==> config.mk <==
export PLATFORM = sky130hd
export DESIGN_NAME = rx_peak_report_queue
export DESIGN_NICKNAME = d
export VERILOG_FILES = /design/src/rtl/rx_peak_pkg.sv /design/src/rtl/rx_peak_fifo_mem.sv /design/src/rtl/rx_peak_report_queue.sv
export SDC_FILE = /design/constraint.sdc
export NUM_CORES = 1
export LEC_CHECK = 0
export BUFFER_PORTS_ARGS = -buffer_cell sky130_fd_sc_hd__buf_4
export CAP_MARGIN = 5
export CORE_MARGIN = 1
export CORE_UTILIZATION = 61
export CTS_CLUSTER_DIAMETER = 100
export CTS_CLUSTER_SIZE = 12
export DETAILED_ROUTE_END_ITERATION = 10
export GPL_TIMING_DRIVEN = 0
export PLACE_DENSITY = 0.84
export SYNTH_ARGS = -nofsm -noshare
export SYNTH_HDL_FRONTEND = slang
export SYNTH_SLANG_ARGS = --single-unit
==> constraint.sdc <==
create_clock -name crx_clk -period 21.7 [get_ports crx_clk]
set_input_delay 2.17 -clock crx_clk [delete_from_list [all_inputs] [get_ports crx_clk]]
set_output_delay 2.17 -clock crx_clk [all_outputs]
set_load 0.01 [all_outputs]
==> src/rtl/rx_peak_pkg.sv <==
// Shared widths, capture FSM encoding and packed report width for the
// rx_top_level peak-report queue.
package rx_peak_pkg;

    localparam int DEF_SAMPLE_W = 41;
    localparam int DEF_SEQ_W    = 4;
    localparam int DEF_TIME_W   = 32;
    localparam int DEF_OVF_W    = 16;

    localparam int REP_W = DEF_SAMPLE_W + DEF_SEQ_W + DEF_TIME_W;

    typedef enum logic [1:0] {
        IDLE     = 2'd0,
        ACK      = 2'd1,
        WAIT_CLR = 2'd2
    } cap_state_t;

endpackage

==> src/rtl/rx_peak_fifo_mem.sv <==
// First-word-fall-through report FIFO: storage, wrapping pointers, occupancy,
// full/empty flags and a registered head word.
module rx_peak_fifo_mem
    import rx_peak_pkg::*;
#(
    parameter int DEPTH = 8,
    parameter int WIDTH = REP_W
) (
    input  logic                       crx_clk,
    input  logic                       rrx_rst,
    input  logic                       push_req,
    input  logic [WIDTH-1:0]           push_data,
    input  logic                       pop_req,
    output logic                       push_accept,
    output logic [WIDTH-1:0]           head_data,
    output logic                       full,
    output logic                       empty,
    output logic [$clog2(DEPTH+1)-1:0] count
);

    localparam int PTR_W = $clog2(DEPTH);
    localparam int CNT_W = $clog2(DEPTH+1);

    logic [WIDTH-1:0] mem [DEPTH];

    logic [PTR_W-1:0] wr_ptr_reg, wr_ptr_next;
    logic [PTR_W-1:0] rd_ptr_reg, rd_ptr_next;
    logic [CNT_W-1:0] count_reg, count_next;
    logic [WIDTH-1:0] head_reg, head_next;
    logic             pop;

    assign full  = (count_reg == CNT_W'(DEPTH));
    assign empty = (count_reg == '0);
    assign count = count_reg;
    assign head_data = head_reg;

    assign pop = !empty && pop_req;
    // A full queue still takes a push when the head leaves on the same edge.
    assign push_accept = push_req && (!full || pop);

    always_comb begin
        wr_ptr_next = wr_ptr_reg;
        rd_ptr_next = rd_ptr_reg;
        count_next  = count_reg;
        head_next   = head_reg;

        if (push_accept) begin
            wr_ptr_next = wr_ptr_reg + PTR_W'(1);
        end
        if (pop) begin
            rd_ptr_next = rd_ptr_reg + PTR_W'(1);
        end

        case ({push_accept, pop})
            2'b10:   count_next = count_reg + CNT_W'(1);
            2'b01:   count_next = count_reg - CNT_W'(1);
            default: count_next = count_reg;
        endcase

        // The incoming word becomes head when it lands on an empty queue or
        // replaces the only entry; otherwise a pop exposes the next stored word.
        if (push_accept && (empty || (pop && count_reg == CNT_W'(1)))) begin
            head_next = push_data;
        end else if (pop && count_reg > CNT_W'(1)) begin
            head_next = mem[rd_ptr_reg + PTR_W'(1)];
        end
    end

    always_ff @(posedge crx_clk) begin
        if (push_accept) begin
            mem[wr_ptr_reg] <= push_data;
        end
    end

    always_ff @(posedge crx_clk) begin
        if (!rrx_rst) begin
            wr_ptr_reg <= '0;
            rd_ptr_reg <= '0;
            count_reg  <= '0;
            head_reg   <= '0;
        end else begin
            wr_ptr_reg <= wr_ptr_next;
            rd_ptr_reg <= rd_ptr_next;
            count_reg  <= count_next;
            head_reg   <= head_next;
        end
    end

endmodule

==> src/rtl/rx_peak_report_queue.sv <==
// Acknowledges rx_top_level peak reports, queues them for the ARM reader and
// counts reports dropped on a full queue.
module rx_peak_report_queue
    import rx_peak_pkg::*;
#(
    parameter int DEPTH    = 8,
    parameter int SAMPLE_W = DEF_SAMPLE_W,
    parameter int SEQ_W    = DEF_SEQ_W,
    parameter int TIME_W   = DEF_TIME_W,
    parameter int OVF_W    = DEF_OVF_W
) (
    input  logic                       crx_clk,
    input  logic                       rrx_rst,
    input  logic                       erx_en,
    input  logic                       i_trigger_peak,
    input  logic [SAMPLE_W-1:0]        i_sample_peak,
    input  logic [SEQ_W-1:0]           i_seq_peak,
    input  logic [TIME_W-1:0]          i_time_peak,
    output logic                       o_result_acquired,
    output logic                       o_rep_valid,
    input  logic                       i_rep_ready,
    output logic [SAMPLE_W-1:0]        o_rep_sample,
    output logic [SEQ_W-1:0]           o_rep_seq,
    output logic [TIME_W-1:0]          o_rep_time,
    output logic [$clog2(DEPTH+1)-1:0] o_rep_count,
    input  logic                       i_clear_ovf,
    output logic [OVF_W-1:0]           o_overflow_cnt
);

    localparam int DATA_W = SAMPLE_W + SEQ_W + TIME_W;

    cap_state_t state_reg, state_next;
    logic       ack_reg;
    logic [OVF_W-1:0] ovf_reg, ovf_next;

    logic              capture;
    logic              push_accept;
    logic              drop;
    logic              fifo_full;
    logic              fifo_empty;
    logic [DATA_W-1:0] head_data;

    assign capture = (state_reg == IDLE) && erx_en && i_trigger_peak;
    assign drop    = capture && !push_accept;

    rx_peak_fifo_mem #(
        .DEPTH (DEPTH),
        .WIDTH (DATA_W)
    ) u_fifo (
        .crx_clk     (crx_clk),
        .rrx_rst     (rrx_rst),
        .push_req    (capture),
        .push_data   ({i_sample_peak, i_seq_peak, i_time_peak}),
        .pop_req     (i_rep_ready),
        .push_accept (push_accept),
        .head_data   (head_data),
        .full        (fifo_full),
        .empty       (fifo_empty),
        .count       (o_rep_count)
    );

    always_comb begin
        state_next = state_reg;
        case (state_reg)
            IDLE:     if (capture) state_next = ACK;
            ACK:      state_next = WAIT_CLR;
            // The trigger may linger past the acknowledge; wait it out so a
            // report is never captured twice.
            WAIT_CLR: if (!i_trigger_peak) state_next = IDLE;
            default:  state_next = IDLE;
        endcase
    end

    always_comb begin
        ovf_next = i_clear_ovf ? '0 : ovf_reg;
        if (drop && (ovf_next != '1)) begin
            ovf_next = ovf_next + OVF_W'(1);
        end
    end

    always_ff @(posedge crx_clk) begin
        if (!rrx_rst) begin
            state_reg <= IDLE;
            ack_reg   <= 1'b0;
            ovf_reg   <= '0;
        end else begin
            state_reg <= state_next;
            ack_reg   <= (state_next == ACK);
            ovf_reg   <= ovf_next;
        end
    end

    assign o_result_acquired = ack_reg;
    assign o_overflow_cnt    = ovf_reg;
    assign o_rep_valid       = !fifo_empty;
    assign o_rep_sample      = head_data[DATA_W-1 -: SAMPLE_W];
    assign o_rep_seq         = head_data[TIME_W +: SEQ_W];
    assign o_rep_time        = head_data[TIME_W-1:0];

    logic unused_full;
    assign unused_full = fifo_full;

endmodule
# Word level (Yosys, flattened, before mapping)
# Memory sizes are Yosys's and may differ from the RTL's.
# Index checks and enable logic that the tools add are counted.
# word_totals
ff_bits	106
ram_bits	616
in_bits	83
out_inout_bits	99
word_cells	50
memories	1
# classes
n_addsub	5
order_cmp	1
n_eq_ne	8
muxes	10
reduce_logical	18
# mem_list
name	depth	word_bits	rd	rd_clocked_by_memory_dff	wr	line	rtl
u_fifo.mem	8	77	1	0	1	rx_peak_fifo_mem.sv:24	logic [WIDTH-1:0] mem [DEPTH];
# op_table
operator	n
77-bit two-way mux	2
16-bit two-way mux	2
16-bit by 1-bit adder with 16-bit output (second input constant)	1
16-bit != test (second input constant)	1
1-bit logical AND	9
4-bit case mux with 2 select lines	1
3-bit by 1-bit adder with 3-bit output (second input constant)	2
2-bit by 1-bit equality test with 1-bit output (second input constant)	3
2-bit case mux with 3 select lines	1
4-bit by 1-bit adder with 4-bit output (second input constant)	1
2-bit equality test (second input constant)	2
4-bit by 1-bit equality test with 1-bit output (second input constant)	1
4-bit equality test (second input constant)	1
4-bit by 1-bit > comparator with 1-bit output (second input constant)	1
4-bit logical NOT	1
2-bit two-way mux	2
2-bit nonzero test	2
4-bit by 1-bit subtractor with 4-bit output (second input constant)	1
1-bit logical NOT	3
2-bit logical NOT	1
1-bit logical OR	2
1-bit two-way mux	2

# Longest topological paths before layout
# Gate-level depths: netlist (run 1).
# depth
depth_word	9
ltp_mapped	10
ltp_nobuf	10

# By module
# A second synthesis (run 1) with hierarchy kept.
# unflattened
hier_cells	1446
area_unflattened_um2	27427.6
# modules_own_cells
module	n_inst	cells_per_inst	area_each_um2	seq_area_each_um2
rx_peak_fifo_mem	1	1325	26334.0	20239.4
rx_peak_report_queue	1	121	1093.5	380.4

# Worst setup path after synthesis (run 1)
# OpenSTA, ideal clock, no wires.
# synth_path
path_type	input to register
from	in i_rep_ready
to	mem u_fifo.mem[0][0] (netlist name) (enable)
setup_ns	0.607
arrival_ns	8.129
required_ns	21.093
slack_ns	12.964
path_stages	4
n_path_buf	1
path_cell_list	buf_6 -> and4bb_2 -> or3_1 -> nor3_1
# synth_between
elab_chain_len	5
# synth_rtl
element	line	rtl
start, declared	rx_peak_report_queue.sv:21	input logic i_rep_ready,
1-bit logical AND	rx_peak_fifo_mem.sv:37	assign pop = !empty && pop_req;
1-bit logical OR	rx_peak_fifo_mem.sv:39	assign push_accept = push_req && (!full || pop);
1-bit logical AND	rx_peak_fifo_mem.sv:39	
1-bit two-way mux	rx_peak_fifo_mem.sv:70	if (push_accept) begin
1-bit two-way mux (not written as such)	rx_peak_fifo_mem.sv:71	mem[wr_ptr_reg] <= push_data;
end, declared	rx_peak_fifo_mem.sv:24	
# Every way passes these cells.

# Final worst setup path (run 1)
# layout_path
from	in i_trigger_peak
to	mem u_fifo.mem[0][52] (netlist name) (enable)
# layout_between
elab_chain_len	4
# layout_rtl
element	line	rtl
start, declared	rx_peak_report_queue.sv:15	input logic i_trigger_peak,
1-bit logical AND	rx_peak_report_queue.sv:43	assign capture = (state_reg == IDLE) && erx_en && i_trigger_peak;
1-bit logical AND	rx_peak_fifo_mem.sv:39	
1-bit two-way mux	rx_peak_fifo_mem.sv:70	
1-bit two-way mux (not written as such)	rx_peak_fifo_mem.sv:71	
# Every way passes these cells.

==> run summary, run 1 <==
The run finished with clean final reports. The clock reaches the later pin of the worst-skew pair after 580 ps. Final count of hold timing violations: 0.

Type of origin of the critical path: an input port. The part of the power in combinational logic came out at 23.4%. After synthesis the cells add up to 27500 sq um. The sequential fraction of the synthesis area is 74.9%.

In this run the power spent charging and discharging nets is 1.00 mW. Of all nets on the critical path, the largest fanout is 9. The tools report the via count of the first global-routing pass as 16283.

The post-cts hold buffer count came out at 0. The mean cell area of the mapped netlist is 18.9 sq um, and the area growth from synthesis to final layout is 17.3%. Setup violations remaining at the end of the flow were counted as 0. The H-tree generated during clock tree synthesis spans 3 levels. For the worst setup path, the data required time is 21990 ps. The number of antenna violations at the first check in global routing came out at 7.

The logs give 0.860 for the global placement routability congestion and 1546 for the number of nets produced by synthesis. Total internal power: 2.55 mW. Counting flops per register, the top entry is u_fifo.mem.

Root buffer cell: sky130_fd_sc_hd__clkbuf_16. After detailed routing, the number of remaining DRC violations is 0. Total power for the finished layout comes to 3.55 mW.

The total power per unit cell area is 110 nW/um^2. The cell that appears most often on the critical path is sky130_fd_sc_hd__buf_6. On the worst path, the slowest cell contributes a delay of 700 ps.

The total count of max-transition violations in the final report is 0, and the area of the core is 44300 sq um. STA classifies the critical path endpoint as a flop. The share of flip-flops with an asynchronous set or reset came out at 0%. Yosys attributes the largest share of cell area to sky130_fd_sc_hd__edfxtp_1 (67%), sky130_fd_sc_hd__mux4_2 (13%), sky130_fd_sc_hd__dfxtp_1 (7.7%). The clock network fraction of design power is 31.4%, and the worst slew margin relative to its limit is 29.9%. The tools report the wire length of the first global-routing pass as 101000 um. The starting utilization of the core area is 62.1%. The main flop type after synthesis was sky130_fd_sc_hd__edfxtp_1. The critical path is of the input port to flop type.

For the number of buffers inserted to repair setup after CTS, the log shows 0. The synthesized design contains 616 enable-type register cells. The run gives 722 as the number of sinks handled by clock tree synthesis. Detailed routing inserted a total of 15907 vias.

The number of input and output port buffers inserted works out to 180. Counting I/O delays and the setup requirement, the final critical path takes 4660 ps. In the routed layout, each cell is associated on average with a via count of 6.64. The count of nets left with antenna violations once routing finished came out at 0. For the final database, setup skew stands at 16.0 ps.

Counting instances in the post-synthesis netlist gives the leading cell types as sky130_fd_sc_hd__edfxtp_1 (616), sky130_fd_sc_hd__mux4_2 (154), sky130_fd_sc_hd__dfxtp_1 (106). The run gives 29.8% as the all-layer global routing usage. Derived from the worst setup path, the maximum achievable clock frequency is 215 MHz. The overall overflow remaining after global route is 0, and the area share of the leading cell type in the synthesized netlist is 67.2%.

Data arrives at the worst endpoint at 4950 ps. The tools report the part of the total power dissipated in sequential elements as 45.2%. The min-delay analysis places its worst path in the category flop to flop.

From bottom edge to top edge, the die measures 214 um. The slowest stage of the critical path is the sky130_fd_sc_hd__nor3_2 cell. The largest area contributor in the netlist is sky130_fd_sc_hd__edfxtp_1. During I/O placement, the number of pins put on the boundary was 182. The final worst-path cycle share was 21.5%; the number of standard cells after synthesis was 1455.

The count of cell types in the netlist is 49, and the clock edge transition at the registers on the reported setup and hold paths is 60 ps. In the final timing run, aggregate negative setup slack is 0 ps. Walking the worst path, the cells encountered are buf_4, nand4bb_1, or3_1, nor3_2, buf_8, buf_8, buf_6, buf_6, buf_6.

Cells with a size suffix above 1 make up 28.9% of the layout. After detailed routing, the average wire length per cell comes to 28.2 um. The run gives 0 as the max-cap check violation count. Setup repair after global routing left no endpoint under its margin. Once detailed placement completed, the half-perimeter wirelength came to 40400 um. Flip-flop count of the largest register, all copies and words added: 616. The total of flip-flops plus latches after synthesis was 722. TritonCTS built the clock tree. The library cell with the highest instance count after synthesis was sky130_fd_sc_hd__edfxtp_1. The clock passes through at most 3 buffers.

The tools report the final core utilization as 72.9%. The first detailed-routing pass ran for 8 iterations. For the iteration-0 DRC count of the detailed router, the log shows 2183.

The number of CTS-inserted buffers is 70, and the die width is 214 um. The analysis attributes to cell leakage a power of 10.3 nW. For the final layout net count, the log shows 1834. For this block, the routed nets add up to 67500 um of wire. The die covers 46000 sq um. The run gives 26 as the pin count of the biggest net entering global routing.

Yosys printed 0 warnings. The initialized floorplan defines 77 standard-cell rows. The slew of the pin with the lowest slew margin is 1050 ps. The worst-case IR drop observed on VDD is 0.0864 mV. In this run, post-CTS repair resized a total of 0 instances.

In this run switching power makes up 28.2% of total power.
logic make-up (layout without fill, tap and decap cells):
group | Yosys count | count (layout) | share of synthesized area (%)
AOI/OAI and AO/OA | 190 | 190 | 4.82
and+or+nand+nor | 248 | 248 | 4.62
buffers and inverters | 110 | 453 | 1.86
other | 0 | 4 | 0
muxes | 169 | 169 | 13.1
xor gates and xnor gates | 8 | 8 | 0.255
adders and majority gates | 8 | 8 | 0.364
DFF | 722 | 722 | 74.9
final cells by class:
| class | instances | area (sq um) |
|---|---|---|
| Buffer | 96 | 459 |
| Sequential cell | 722 | 20600 |
| Inverter | 14 | 52.6 |
| Tap cell | 592 | 741 |
| Clock inverter | 5 | 57.6 |
| Fill cell | 2530 | 12000 |
| Timing Repair Buffer | 216 | 1940 |
| Multi-Input combinational cell | 623 | 6440 |
| Clock buffer | 122 | 1970 |
| Antenna cell | 4 | 10.0 |
metal layers:
| layer | wire (um) | vias up | global-route usage (%) |
|---|---|---|---|
| met5 | 51 | - | 0 |
| met4 | 2470 | 6 | 11.3 |
| met3 | 6960 | 180 | 6.94 |
| met2 | 33600 | 1094 | 48.8 |
| met1 | 24400 | 8085 | 39.3 |
| li1 | - | 6542 | - |
worst paths after layout:
kind | startpoint | endpoint | slack, ps | depth (start not counted)
min reg2reg | u_fifo.rd_ptr_reg[1]$_SDFFE_PN0P_ | u_fifo.rd_ptr_reg[1]$_SDFFE_PN0P_ | 490 | 2
max | i_trigger_peak | u_fifo.mem[0][52]$_DFFE_PP_ | 17040 | 9
max reg2reg | u_fifo.count[0]$_SDFFE_PN0P_ | u_fifo.mem[0][52]$_DFFE_PP_ | 18120 | 10
min | u_fifo.rd_ptr_reg[1]$_SDFFE_PN0P_ | u_fifo.rd_ptr_reg[1]$_SDFFE_PN0P_ | 490 | 2
worst max-delay path: cells and delay by family:
kind	cells	cell delay [ps]
AND/OR/NAND/NOR	3	1770
buffers and inverters	6	990
metrics by stage:
stage	hold WS, ps	cells	instance area (sq um)	setup WS, ps
5_1_grt	503	2393	32300	16950
3_3_place_gp	457	2227	29600	7820
3_5_place_dp	465	2263	30300	16530
6_report	490	2394	32300	17040
2_1_floorplan	440	1455	27500	12960
4_1_cts	482	2390	32300	17090
power by group through the flow:
stage / clock [mW] / sequential, mW / combinational (mW)
floorplan: 0 / 1.64 / 0.511
global placement: 0 / 1.63 / 0.783
detailed placement: 0 / 1.63 / 0.814
CTS: 1.12 / 1.60 / 0.834
global route: 1.17 / 1.61 / 0.881
finish: 1.12 / 1.61 / 0.834
layout by cell type, fill, tap and decap left out, types with 7 or more instances in the layout:
| master | n |
|---|---|
| sky130_fd_sc_hd__edfxtp_1 | 616 |
| sky130_fd_sc_hd__clkbuf_16 | 71 |
| sky130_fd_sc_hd__buf_6 | 19 |
| sky130_fd_sc_hd__o21ai_0 | 9 |
| sky130_fd_sc_hd__a31oi_1 | 77 |
| sky130_fd_sc_hd__buf_2 | 37 |
| sky130_fd_sc_hd__clkbuf_1 | 100 |
| sky130_fd_sc_hd__mux4_2 | 154 |
| sky130_fd_sc_hd__inv_1 | 14 |
| sky130_fd_sc_hd__dfxtp_1 | 106 |
| sky130_fd_sc_hd__nand2_1 | 95 |
| sky130_fd_sc_hd__buf_4 | 182 |
| sky130_fd_sc_hd__mux2i_1 | 15 |
| sky130_fd_sc_hd__a211oi_1 | 7 |
| sky130_fd_sc_hd__or3_1 | 13 |
| sky130_fd_sc_hd__nand3_2 | 10 |
| sky130_fd_sc_hd__a21oi_1 | 9 |
| sky130_fd_sc_hd__ha_1 | 8 |
| sky130_fd_sc_hd__a22oi_1 | 77 |
| sky130_fd_sc_hd__nor2_1 | 10 |
| sky130_fd_sc_hd__buf_12 | 17 |
| sky130_fd_sc_hd__nand3_1 | 77 |
Note: power is estimated with default switching activity, not from simulation.
==> run 2, diff against run 1 <==
--- a/config.mk
+++ b/config.mk
@@ -8,12 +8,12 @@
 export BUFFER_PORTS_ARGS = -buffer_cell sky130_fd_sc_hd__buf_4
 export CAP_MARGIN = 5
 export CORE_MARGIN = 1
-export CORE_UTILIZATION = 61
+export CORE_UTILIZATION = 60
 export CTS_CLUSTER_DIAMETER = 100
 export CTS_CLUSTER_SIZE = 12
 export DETAILED_ROUTE_END_ITERATION = 10
 export GPL_TIMING_DRIVEN = 0
-export PLACE_DENSITY = 0.84
+export PLACE_DENSITY = 0.83
 export SYNTH_ARGS = -nofsm -noshare
 export SYNTH_HDL_FRONTEND = slang
 export SYNTH_SLANG_ARGS = --single-unit
==> constraint.sdc (replaced) <==
create_clock -name crx_clk -period 4.8 [get_ports crx_clk]
set_input_delay 0.48 -clock crx_clk [delete_from_list [all_inputs] [get_ports crx_clk]]
set_output_delay 0.48 -clock crx_clk [all_outputs]
set_load 0.01 [all_outputs]
==> run 2 against run 1 <==
Critical path depth decreased by 2; register-to-register slack got worse by 17000 ps; worst setup slack got worse by 16000 ps; cell count about the same; clock-buffer cell count increased by 1; non-clock buffer count decreased by 8; power increased to 4.5 times the previous value; hold slack got worse by 360 ps; cell area increased by 0.26%; sequential cell count unchanged; die area increased by 1.6%; largest cell class unchanged; first-iteration DRC count decreased by 7.8%.
==> run summary, run 2 (synthesis gave the netlist of run 1 again) <==
The flow ran to the end, and the final reports show no timing, DRC or antenna violations. The run gives 0 as the final count of hold timing violations. First-pass iteration count of the detailed router: 7. The final worst clock skew was 29.9 ps. Setup total negative slack on the finished layout was measured at 0 ps. Once detailed placement completed, the half-perimeter wirelength came to 40100 um. For the worst setup path, the data required time is 5070 ps.

Wires add up to 67100 um. The detailed router finished its first iteration with 2012 violations. The area of the core came out at 45300 sq um. Counting along the longest clock path gives a buffer depth of 3. Summing all placed instances gives a cell area of 30300 sq um. The all-layer global routing usage came out at 29.2%. At the pin with the least slew margin, the transition time is 1180 ps. The stage delay of the slowest cell on the critical path was 870 ps. Total power for the finished layout comes to 16.1 mW. The tools report the type of origin of the critical path as a flop. The logs give 0 for the post-CTS resize count and 0 for the number of buffers inserted to repair setup after CTS.

Flip-flop count of the largest register, all copies and words added: 616. The clock latency reported for the late side of the worst-skew pair was 600 ps; the number of sinks handled by clock tree synthesis was 722. Via count of the first global-routing pass: 16231. Power spread over the standard cell area amounts to 497 nW/um^2. Among all stages on the critical path, the largest delay is contributed by sky130_fd_sc_hd__nor2_4.

The floorplan step defined a die boundary enclosing 46700 sq um. Dividing the detail-routed via count by the number of cells gives 6.64. The clock edge transition at the registers on the reported setup and hold paths is 60 ps. Buffers placed on the I/O ports in this run total 180. In the final layout, the multi-input gates occupy 6450 sq um.

Routability-driven placement finished with a final weighted congestion of 0.900. Setup repair after global routing left no endpoint under its margin. The height of the chip is 216 um, and the final layout net count is 1826. The worst path needs 3410 ps of the cycle, external delays included. The run gives 60.8% as the starting utilization of the core area. The run gives 0 as the post-cts hold buffer count. The number of CTS-inserted buffers came out at 70. Data arrives at the worst endpoint at 3680 ps. Of all nets on the critical path, the largest fanout is 23. The signal on the critical path passes through inv_1, ha_1, and4bb_2, or3_1, nor2_4, buf_16, buf_16. Summing all flip-flop and latch instances after layout gives 20600 sq um. The top cell types in the final layout, fill and taps aside, are sky130_fd_sc_hd__edfxtp_1 (616), sky130_fd_sc_hd__buf_4 (182), sky130_fd_sc_hd__mux4_2 (154).

In the final layout, the share of cells above drive strength 1 is 28.6%. The total of endpoints with negative setup slack in the final report came out at 0. In this run the tightest slew margin relative to its limit is 21.7%. The detail route stage leaves a number of antenna-violating nets equal to 0. The total count of max-transition violations in the final report was 0; the die width was 216 um. After detailed routing, the average wire length per cell comes to 28.0 um.

During I/O placement, the number of pins put on the boundary was 182. Counting the fill cells in the layout gives 2675. The final worst-path cycle share came out at 71.0%. The tools report the pin count of the biggest net entering global routing as 26. The critical path in this run is classified as flop to flop. The static power due to leakage is 10.3 nW. The first global-routing pass estimated 99800 um of wire. Row generation in the floorplan step produced 78 rows.

The depth of the CTS H-tree was 3. The worst hold path class was input port to flop. Leaving out fill and tap cells, the most frequent cell in the layout is sky130_fd_sc_hd__edfxtp_1. The residual DRC count is 0. The root buffer cell is sky130_fd_sc_hd__clkbuf_16. The number of antenna violations at the first check in global routing came out at 6.

VDD sags by at most 0.360 mV. After global routing the overflow that remains totals 0. Summing all non-filler instances in the final layout gives an area of 32400 sq um. Based on the critical path, the design can be clocked at up to 293 MHz. STA classifies the critical path endpoint as a flop. More flip-flops sit in one register than any other, and that register is u_fifo.mem. Summing over every cut layer, the via total after detailed routing is 15892. In this design, the critical path's most frequently occurring cell is sky130_fd_sc_hd__buf_16. The tool flagged a number of max-cap violations equal to 0. The area growth from synthesis to layout is 17.6%. TritonCTS built the clock tree.
## run 2: cell types whose count changed in the layout (fill, tap and decap cells not counted)
cell                        before  now
sky130_fd_sc_hd__buf_6          19    6
sky130_fd_sc_hd__inv_16          1    0
sky130_fd_sc_hd__nor3_4          1    3
sky130_fd_sc_hd__buf_12         17   14
sky130_fd_sc_hd__nor3_2          2    0
sky130_fd_sc_hd__clkbuf_16      71   72
sky130_fd_sc_hd__buf_8           5    3
sky130_fd_sc_hd__clkinv_8        0    1
sky130_fd_sc_hd__buf_16          1   11
## run 2: path summary, 6_finish.rpt
check / endpoint / slack, ps / from / depth (start not counted)
setup / recovery: u_fifo.mem[4][35]$_DFFE_PP_ / 1390 / u_fifo.count[0]$_SDFFE_PN0P_ / 7
setup reg to reg: u_fifo.mem[4][35]$_DFFE_PP_ / 1390 / u_fifo.count[0]$_SDFFE_PN0P_ / 7
hold reg to reg: u_fifo.rd_ptr_reg[1]$_SDFFE_PN0P_ / 490 / u_fifo.rd_ptr_reg[1]$_SDFFE_PN0P_ / 2
hold / removal: u_fifo.mem[5][6]$_DFFE_PP_ / 130 / i_time_peak[6] / 1
## run 2: critical path, delay by kind of cell (launching register included)
kind | cells | cell delay (ps)
simple gates | 3 | 1680
flops | 1 | 500
buf+inv | 3 | 590
fa+ha+maj | 1 | 310
## run 2: report_power, final
group	internal, mW	leakage [nW]	switching [mW]	total, mW
Combinational	1.69	2.91	2.08	3.77
Sequential	7.07	6.42	0.185	7.25
Clock	2.82	0.974	2.25	5.07
Total	11.6	10.3	4.51	16.1
## run 2: cell type report
type / count / share of cell area (%)
antenna: 4 / 0.0309
sequential: 722 / 63.7
tap: 600 / 2.32
multi-input combinational: 623 / 19.9
inverter: 14 / 0.162
clock inverter: 5 / 0.166
timing repair buffer: 208 / 6.11
clock buffer: 123 / 6.16
buffer: 96 / 1.42
## run 2: stage by stage
| step | utilization, % | setup WS [ps] | hold slack (ps) | instances |
|---|---|---|---|---|
| floorplan | - | -373 | 440 | 1455 |
| global placement | 65.4 | -3730 | 456 | 2235 |
| detailed placement | 66.9 | 1510 | 471 | 2263 |
| CTS | 71.5 | 1430 | 100 | 2391 |
| global route | 71.5 | 1320 | 116 | 2394 |
| finish | 71.5 | 1390 | 128 | 2395 |
## run 2: metal layers
| layer | track usage (%) | vias up | part of all wire, % |
|---|---|---|---|
| met1 | 38.5 | 8178 | 37 |
| li1 | - | 6536 | - |
| met2 | 47.3 | 1004 | 50 |
| met5 | 0 | - | 0.061 |
| met4 | 12.8 | 6 | 3.5 |
| met3 | 6.12 | 168 | 9.9 |
==> run 3, diff against run 2 <==
--- a/config.mk
+++ b/config.mk
@@ -8,12 +8,12 @@
 export BUFFER_PORTS_ARGS = -buffer_cell sky130_fd_sc_hd__buf_4
 export CAP_MARGIN = 5
 export CORE_MARGIN = 1
-export CORE_UTILIZATION = 60
+export CORE_UTILIZATION = 54
 export CTS_CLUSTER_DIAMETER = 100
 export CTS_CLUSTER_SIZE = 12
 export DETAILED_ROUTE_END_ITERATION = 10
 export GPL_TIMING_DRIVEN = 0
-export PLACE_DENSITY = 0.83
+export PLACE_DENSITY = 0.79
 export SYNTH_ARGS = -nofsm -noshare
 export SYNTH_HDL_FRONTEND = slang
 export SYNTH_SLANG_ARGS = --single-unit
==> constraint.sdc (replaced) <==
create_clock -name crx_clk -period 2.9 [get_ports crx_clk]
set_input_delay 0.29 -clock crx_clk [delete_from_list [all_inputs] [get_ports crx_clk]]
set_output_delay 0.29 -clock crx_clk [all_outputs]
set_load 0.01 [all_outputs]
==> run 3 against run 2 <==
Die area grew 11%; highest routed layer unchanged; clock power increased by 65%; cell count grew 6.1%; maximum frequency grew 21%; largest cell class unchanged.
==> run summary, run 3 (synthesis gave the netlist of run 1 again) <==
Leaving out fill and tap cells, the most frequent cell in the layout is sky130_fd_sc_hd__edfxtp_1. The area growth from synthesis to final layout was 21.0%. The run gives 1702 as the iteration-0 DRC count of the detailed router. In the layout the commonest cells are sky130_fd_sc_hd__edfxtp_1 (616), sky130_fd_sc_hd__buf_4 (183), sky130_fd_sc_hd__mux4_2 (154). The via count of the first global-routing pass was 16306; the clock latency reported for the late side of the worst-skew pair was 610 ps.

Once the floorplan was initialized, standard cells occupied 54.8% of the core. The register containing the most flip-flops in the final layout was u_fifo.mem. Data on the critical path is required at its endpoint by 3420 ps. After detailed routing, the average wire length per cell comes to 25.9 um. Summing over every cut layer, the via total after detailed routing is 15822. Between clock sinks in the finished design, the worst skew comes to 23.3 ps. For the detailed-route wire length, the log shows 65900 um. Measured along the y axis, the die boundary spans 228 um.

The die covers 51900 sq um. In this run the clock root is driven by a sky130_fd_sc_hd__clkbuf_16. The number of input and output port buffers inserted was 180.

After detailed placement, the total cell area comes to 30400 sq um. In this run the remaining antenna-violating nets after routing total 0. The final period demand of the worst path was 2830 ps; the total internal power was 19.3 mW. The worst hold path belongs to the class input port to flop. The slew of the pin with the lowest slew margin came out at 1210 ps.

The launch point of the critical path was u_fifo.count[1]$_SDFFE_PN0P_. The worst ir drop on vdd was 0.470 mV; the total count of max-transition violations in the final report was 0. The total power per unit cell area came out at 801 nW/um^2. Type of origin of the critical path: a flop. Max-cap violations in this run came to 0. The highest attainable clock frequency came out at 354 MHz. The register with the most flip-flops in the layout has 616 of them. TritonCTS built the clock tree.

The critical path is of the flop to flop type. The analysis attributes to net switching a power of 7.38 mW. Via-per-instance ratio: 6.22. Setup repair after global routing left no endpoint under its margin. The die width works out to 228 um. The net switching fraction of the power is 27.7%, and the part of the total power dissipated in sequential elements is 45.1%. The final cell area excluding filler cells came out at 33300 sq um.

For the worst flop-to-flop path, the logic depth is 8. The tools report the residual DRC count as 0. Startpoint of the most critical register-to-register path: u_fifo.count[1]$_SDFFE_PN0P_. The static power due to leakage was 10.7 nW. Clock tree synthesis found a total of 722 sinks.

The share of cells above drive strength 1 was 28.3%. The clock edge transition at the registers on the reported setup and hold paths was 60 ps; the number of antenna diodes was 0. Once routing completed, OpenROAD measured the worst setup slack at 71.6 ps. The area of the core is 50200 sq um.

Capturing point of the worst reg2reg path: u_fifo.head_data[65]$_SDFFE_PN0P_. Setup violations remaining at the end of the flow were counted as 0. Combinational logic burns 23.5% of the power. The tools report the clock network fraction of design power as 31.5%. The setup check on the worst reg-to-reg path leaves a slack of 70 ps.

The final worst-path cycle share works out to 97.5%. The tools report the sort of element at the end of the critical path as a flop. The run gives -91.5 ps as the worst slack at placement. The first-pass iteration count of the detailed router was 6.

Along the worst path, the maximum fanout reaches 10. The worst slew margin relative to its limit is 19.5%. 182 I/O pins were placed. For the worst setup path, the data arrival time is 3350 ps.

The logs give 2 for the number of antenna violations at the first check in global routing and 40100 um for the HPWL after detailed placement. The tools report the overall overflow remaining after global route as 0. The run gives 99700 um as the wire length of the first global-routing pass. For the number of buffers on the longest clock path, the log shows 3. The final count of hold timing violations is 0, and the row count is 82. Once layout is complete, the utilization of the core stands at 66.4%. The final layout net count is 1910.

The critical path ends at u_fifo.head_data[65]$_SDFFE_PN0P_. The flow ran to the end, and the final reports show no timing, DRC or antenna violations. The global placement routability congestion is 0.874. Global routing consumed, over all layers together, 25.9% of the routing resources. The depth of the CTS H-tree is 3, and the number of CTS-inserted buffers is 70.

Entering global routing, the biggest net connects 26 pins.
==> run 3: changes by cell type in the layout (fill, tap and decap cells not counted), moves of 3 or more <==
cell                            before  now
sky130_fd_sc_hd__buf_12             14   17
sky130_fd_sc_hd__buf_16             11    7
sky130_fd_sc_hd__buf_8               3    6
sky130_fd_sc_hd__clkbuf_1          100   90
sky130_fd_sc_hd__clkbuf_2            0    5
sky130_fd_sc_hd__diode_2             4    0
sky130_fd_sc_hd__dlygate4sd3_1       0   80
==> run 3: timing repair <==
| item | CTS | global route |
|---|---|---|
| endpoints found under the hold margin | 668 | 0 |
| pin swaps | 2 | 0 |
| endpoints found under the setup margin | 70 | 38 |
| hold buffers | 80 | 0 |
| buffers inserted | 1 | 0 |
| gates cloned | 1 | 0 |
| resized for setup | 1 | 8 |
==> run 3: final cells by class <==
| class | instances | area (sq um) |
|---|---|---|
| clock buffers | 118 | 2000 |
| fillers | 3241 | 16900 |
| plain buffers | 96 | 465 |
| clock inverters | 5 | 46.3 |
| repair buffers | 291 | 2780 |
| flip-flops and latches | 722 | 20600 |
| well taps | 672 | 841 |
| multi-input cells | 624 | 6480 |
| inverters | 14 | 52.6 |
==> run 3: power by group through the flow <==
stage	sequential [mW]	combinational [mW]	clock, mW
global route	12.1	6.67	8.84
finish	12.0	6.26	8.39
floorplan	12.3	3.85	0
CTS	12.0	6.28	8.46
global placement	12.2	5.89	0
detailed placement	12.2	6.11	0
==> run 3: stage by stage <==
step	TNS (ps)	std cells	hold slack (ps)	power (mW)
2_1_floorplan	-88150	1455	389	16.1
3_3_place_gp	-819850	2307	462	18.1
3_5_place_dp	-2670	2337	466	18.3
4_1_cts	0	2542	52.0	26.8
5_1_grt	0	2542	98.4	27.6
6_report	0	2542	85.6	26.7
==> run 3: layer usage <==
metal | vias to the layer above | part of all wire (%) | track usage (%)
li1 | 6700 | - | -
met1 | 8147 | 38 | 34.0
met2 | 810 | 50 | 42.7
met3 | 159 | 8.7 | 5.06
met4 | 6 | 3.3 | 10.2
met5 | - | 0.14 | 0.919
==> run 3: how the worst min path moves through the flow <==
stage	from	end	slack (ps)	cells after the start
6_report	i_clear_ovf	o_overflow_cnt[0]$_SDFF_PN0_	90	4
5_1_grt	i_clear_ovf	o_overflow_cnt[0]$_SDFF_PN0_	100	4
4_1_cts	i_clear_ovf	o_overflow_cnt[0]$_SDFF_PN0_	50	4
3_5_place_dp	u_fifo.rd_ptr_reg[1]$_SDFFE_PN0P_	u_fifo.rd_ptr_reg[1]$_SDFFE_PN0P_	470	2
3_3_place_gp	u_fifo.rd_ptr_reg[1]$_SDFFE_PN0P_	u_fifo.rd_ptr_reg[1]$_SDFFE_PN0P_	460	2
2_1_floorplan	i_time_peak[0]	u_fifo.mem[0][0]$_DFFE_PP_	390	0
==> run 3: critical path, stage by stage, from the launching register on <==
cell and delay (ps):
sky130_fd_sc_hd__dfxtp_4 380, sky130_fd_sc_hd__inv_2 80, sky130_fd_sc_hd__ha_1 230, sky130_fd_sc_hd__nor3_1 430, sky130_fd_sc_hd__o211a_1 420, sky130_fd_sc_hd__buf_4 290
sky130_fd_sc_hd__clkbuf_1 540, sky130_fd_sc_hd__a22oi_1 190, sky130_fd_sc_hd__a31oi_1 180
